`src/rtl/counter_ctrl_pkg.sv`:
```
// Shared state encoding and default widths
// for the counter_ctrl sequencing block.
package counter_ctrl_pkg;

  localparam int DEF_WIDTH  = 8;
  localparam int DEF_PWIDTH = 8;

  typedef enum logic [1:0] {
    ST_IDLE  = 2'd0,
    ST_RUN   = 2'd1,
    ST_PAUSE = 2'd2,
    ST_DONE  = 2'd3
  } state_t;

endpackage

```
`src/rtl/counter_ctrl_interval_counter.sv`:
```
// Up-counter register with synchronous clear
// (wins over enable) and count enable.
module interval_counter #(
  parameter int WIDTH = 8
) (
  input  logic             clk,
  input  logic             reset,
  input  logic             clr,
  input  logic             en,
  output logic [WIDTH-1:0] count
);

  always_ff @(posedge clk or posedge reset) begin
    if (reset) begin
      count <= '0;
    end else if (clr) begin
      count <= '0;
    end else if (en) begin
      count <= count + 1'b1;
    end
  end

endmodule

```
`src/rtl/counter_ctrl.sv`:
```
// Start/stop/pause sequencer driving an interval
// counter up to a latched terminal count.
module counter_ctrl
  import counter_ctrl_pkg::*;
#(
  parameter int WIDTH  = DEF_WIDTH,
  parameter int PWIDTH = DEF_PWIDTH
) (
  input  logic              clk,
  input  logic              reset,
  input  logic              start,
  input  logic              stop,
  input  logic              pause,
  input  logic              auto_reload,
  input  logic [WIDTH-1:0]  term_cnt,
  output logic [WIDTH-1:0]  count,
  output logic              busy,
  output logic              done,
  output logic              aborted,
  output logic              err,
  output logic [PWIDTH-1:0] periods
);

  state_t state;
  state_t nxt;

  logic [WIDTH-1:0] tc_q;
  logic cnt_clr;
  logic cnt_en;
  logic tc_ld;
  logic per_clr;
  logic per_inc;
  logic abort_d;
  logic err_d;
  logic last;

  // tc_q is never zero while busy, so tc_q-1 cannot underflow
  assign last = (count == tc_q - 1'b1);

  interval_counter #(
    .WIDTH (WIDTH)
  ) u_cnt (
    .clk   (clk),
    .reset (reset),
    .clr   (cnt_clr),
    .en    (cnt_en),
    .count (count)
  );

  always_comb begin
    nxt     = state;
    cnt_clr = 1'b0;
    cnt_en  = 1'b0;
    tc_ld   = 1'b0;
    per_clr = 1'b0;
    per_inc = 1'b0;
    abort_d = 1'b0;
    err_d   = 1'b0;
    unique case (state)
      ST_IDLE: begin
        if (!stop && start) begin
          if (term_cnt != '0) begin
            tc_ld   = 1'b1;
            cnt_clr = 1'b1;
            per_clr = 1'b1;
            nxt     = ST_RUN;
          end else begin
            err_d = 1'b1;
          end
        end
      end
      ST_RUN: begin
        if (stop) begin
          abort_d = 1'b1;
          nxt     = ST_IDLE;
        end else if (pause) begin
          nxt = ST_PAUSE;
        end else begin
          cnt_en = 1'b1;
          if (last) begin
            nxt = ST_DONE;
          end
        end
      end
      ST_PAUSE: begin
        if (stop) begin
          abort_d = 1'b1;
          nxt     = ST_IDLE;
        end else if (!pause) begin
          nxt = ST_RUN;
        end
      end
      ST_DONE: begin
        if (stop) begin
          abort_d = 1'b1;
          nxt     = ST_IDLE;
        end else begin
          per_inc = 1'b1;
          if (auto_reload) begin
            cnt_clr = 1'b1;
            nxt     = ST_RUN;
          end else begin
            nxt = ST_IDLE;
          end
        end
      end
      default: nxt = ST_IDLE;
    endcase
  end

  always_ff @(posedge clk or posedge reset) begin
    if (reset) begin
      state   <= ST_IDLE;
      tc_q    <= '0;
      periods <= '0;
      aborted <= 1'b0;
      err     <= 1'b0;
    end else begin
      state   <= nxt;
      aborted <= abort_d;
      err     <= err_d;
      if (tc_ld) begin
        tc_q <= term_cnt;
      end
      if (per_clr) begin
        periods <= '0;
      end else if (per_inc && (periods != '1)) begin
        periods <= periods + 1'b1;
      end
    end
  end

  assign busy = (state != ST_IDLE);
  assign done = (state == ST_DONE);

endmodule

```
`config.mk`:
```
export PLATFORM = sky130hd
export DESIGN_NAME = counter_ctrl
export DESIGN_NICKNAME = d
export VERILOG_FILES = /design/src/rtl/counter_ctrl_pkg.sv /design/src/rtl/counter_ctrl_interval_counter.sv /design/src/rtl/counter_ctrl.sv
export SDC_FILE = /design/constraint.sdc
export NUM_CORES = 1
export LEC_CHECK = 0
export ABC_AREA = 1
export CAP_MARGIN = 20
export CORE_MARGIN = 8
export CORE_UTILIZATION = 50
export CTS_CLUSTER_SIZE = 40
export DETAILED_ROUTE_END_ITERATION = 8
export DONT_BUFFER_PORTS = 1
export SETUP_SLACK_MARGIN = 0.1
export SYNTH_ARGS = -nofsm -noshare
export SYNTH_HDL_FRONTEND = slang
export SYNTH_HIERARCHICAL = 1
export SYNTH_SLANG_ARGS = --single-unit
```
`constraint.sdc`:
```
create_clock -name clk -period 3 [get_ports clk]
set_clock_uncertainty 0.2 [all_clocks]
set_input_delay 0.3 -clock clk [delete_from_list [all_inputs] [get_ports clk]]
set_output_delay 0.3 -clock clk [all_outputs]
set_load 0.02 [all_outputs]
```
==> impl_metrics.yaml <==
status:
  status: "complete, no violations"
floorplanning:
  start_util_pct: 51.28
  rows: 22
  dieArea_um2: 5901
  core-area_um2: 3606
  pin_count: 34
  die_h_um: 76.82
  die_width_um: 76.82
setup_path:
  worst_setup_path_end_kind: "register"
  path_max_fanout: 10
  timing.rr.start: "state[1]$_DFFE_PP0P_"
  startpoint_type: "register"
  startpoint: "state[1]$_DFFE_PP0P_"
  crit_required_ps: 3010
  arrival_ps: 2450
  path_class: "reg2reg"
final_layout:
  drive_gt1_share_pct: 11.61
  antenna_cells: 0
  final_cell_mix: "nand2_1 (67), nor2_1 (36), inv_1 (35)"
  final_common_cell: "nand2_1"
  area_delta_synth_final_pct: 11.64
  layout.cells.non_filler: 315
  finalNetCount: 289
hold_path:
  min-delay-start: "stop"
  hp-class: "in2reg"
power:
  peakVddDrop_mv: 0.4016
  leakage_nw: 1.040
  powerDensity_nw_per_um2: 823.4
routing:
  ant_nets: 0
  post_drt_wl_per_cell_um: 12.98
  drt_pre_antenna_iters: 4
  avgViaCountPerCell: 4.924
  drc: 0
  drt_iter0_markers: 61
  dr_total_vias: 1551
  wl_um: 4088
place:
  dpl.hpwl_um: 3143
  portBuffers: 0
  post-place-ws_ps: 540.4
  dp.cells: 301
  gp_congestion: 0.8252
synthesis:
  ys_warn_count: 6
  ys_async_sr_fraction_pct: 100.0
  syn_area_um2: 1849
  ys_ff_latch: 28
  synth-seq-area-share_pct: 37.89
  ys_types: 26
  postSynthAreaPerCell_um2: 7.309
  synth_edf_count: 0
  synth-main-ff-cell: "dfrtp_1"
  synth_cells: 253
  syn-num-nets: 274
timing:
  tns_ps: 0
  maxSlewHeadroom_pct: 47.70
  fin_crit_sh_pct: 81.49
  setup_viol: 0
  hold_viol_final: 0
  min_period_ps: 2445
  rsz0062_at_grt: "no"
  hold_slack_ps: 20.93
  max_freq_ghz: 0.4091
  final.setup.worst_slack_ps: 555.4
  worst_pin_slew_ps: 783.7
  drv_slew: 0
clock_network:
  clk_latency_ps: 270
  cts.sinks: 28
  cts_tree: "done"
  clkTransAtPathRegs_ps: 90
  cts-root-buf: "clkbuf_8"
  cts_resized: 0
  htree_levels: 1
  cts.path.max_buffers: 2
  cts-buffers-inserted: 3
grt:
  grt_pass1_wl_um: 6982
  grt_max_degree: 21
  top_usage_layer: "met2"
  gr-usage-met3_pct: 4.196
  grt_pass1_vias: 1504
  groute.usage.overall_pct: 14.35
  met1_usage_pct: 16.54
  grt_overflow_total: 0
  grtUsageMet2_pct: 24.89
  antenna_found_initial: 0
job:
  cap_viol_max_count: 0
[final cells by class]
cell class                 count  area, µm²
clock buffer                   4      55.05
multi-input combinational    182      983.4
sequential                    28      700.7
timing repair buffer          11      107.6
fill                         346       1541
inverter                      42      157.7
tap                           48      60.06
[synthesized netlist by cell type, drive strengths merged, types with 2 or more instances]
cell	count	area, µm²
nand3	16	85.08
nand4	4	25.02
xnor2	4	35.03
dfrtp	28	700.7
nor3	6	56.31
xor2	5	43.79
nor2	43	203.9
nand2	71	276.5
inv	42	157.7
o31ai	2	15.01
a21oi	7	38.79
nor3b	2	15.01
ha	7	87.58
o21ai	13	65.06
[per-stage QoR]
step	instance area (µm²)	util (%)	power, W
after floorplan	1849	-	0.001309
after CTS	2064	57.25	0.001723
final	2064	57.25	0.001700
after detailed placement	1909	52.95	0.001473
after global placement	1909	52.95	0.001470
after global routing	2064	57.25	0.001863
[worst max-delay path: stages (launching register included)]
cell	delay [ps]
dfrtp_1	420
inv_1	100
ha_1	240
inv_2	110
nor3_2	220
inv_2	80
nor2_4	100
inv_2	90
a21oi_1	300
nor2_4	120
nor2_4	120
nand3_1	70
nand2_1	70
inv_1	40
nor2_1	90
[layer usage]
layer / wire length (µm) / share of wire, %
met5: 0 / 0
met4: 52 / 1.3
met3: 240 / 5.9
met2: 2034 / 50
met1: 1761 / 43
[flip-flops by register name, summed over array words and instances, names as in the netlist]
register	cells
u_cnt/count	8
periods	8
err	1
state	2
tc_q	8
aborted	1
[path summary, 6_finish.rpt]
kind                            cells past startpoint  slack [ps]                          to
worst max-delay path                               14         560  u_cnt/count[7]$_DFFE_PP0P_
worst min-delay path                                3          20         tc_q[1]$_DFFE_PP0P_
worst max register to register                     14         560  u_cnt/count[7]$_DFFE_PP0P_
worst min register to register                      2         320         tc_q[7]$_DFFE_PP0P_
max in group asynchronous                           2        1680      periods[0]$_DFFE_PP0P_
min in group asynchronous                           2         240  u_cnt/count[0]$_DFFE_PP0P_
[repair_timing]
item / in CTS / in global routing
buffers inserted: 0 / 0
hold endpoints to repair: 37 / 0
hold buffers: 10 / 0
[where the power goes]
group | leakage (nW) | switching [W] | internal, W | total, W
registers | 0.368 | 0.000242 | 0.000496 | 0.000738
logic | 0.643 | 0.000445 | 0.000284 | 0.000729
clock network | 0.0288 | 0.000116 | 0.000117 | 0.000233
total | 1.04 | 0.000802 | 0.000898 | 0.00170
[logic make-up after synthesis]
kind of cell / share of synthesized area (%)
buffers and inverters: 8.932
AOI/OAI and AO/OA: 8.389
xor gates and xnor gates: 4.262
adders and majority gates: 4.736
DFF: 37.89
and+or+nand+nor: 35.79
(Power assumes the default switching activity.)
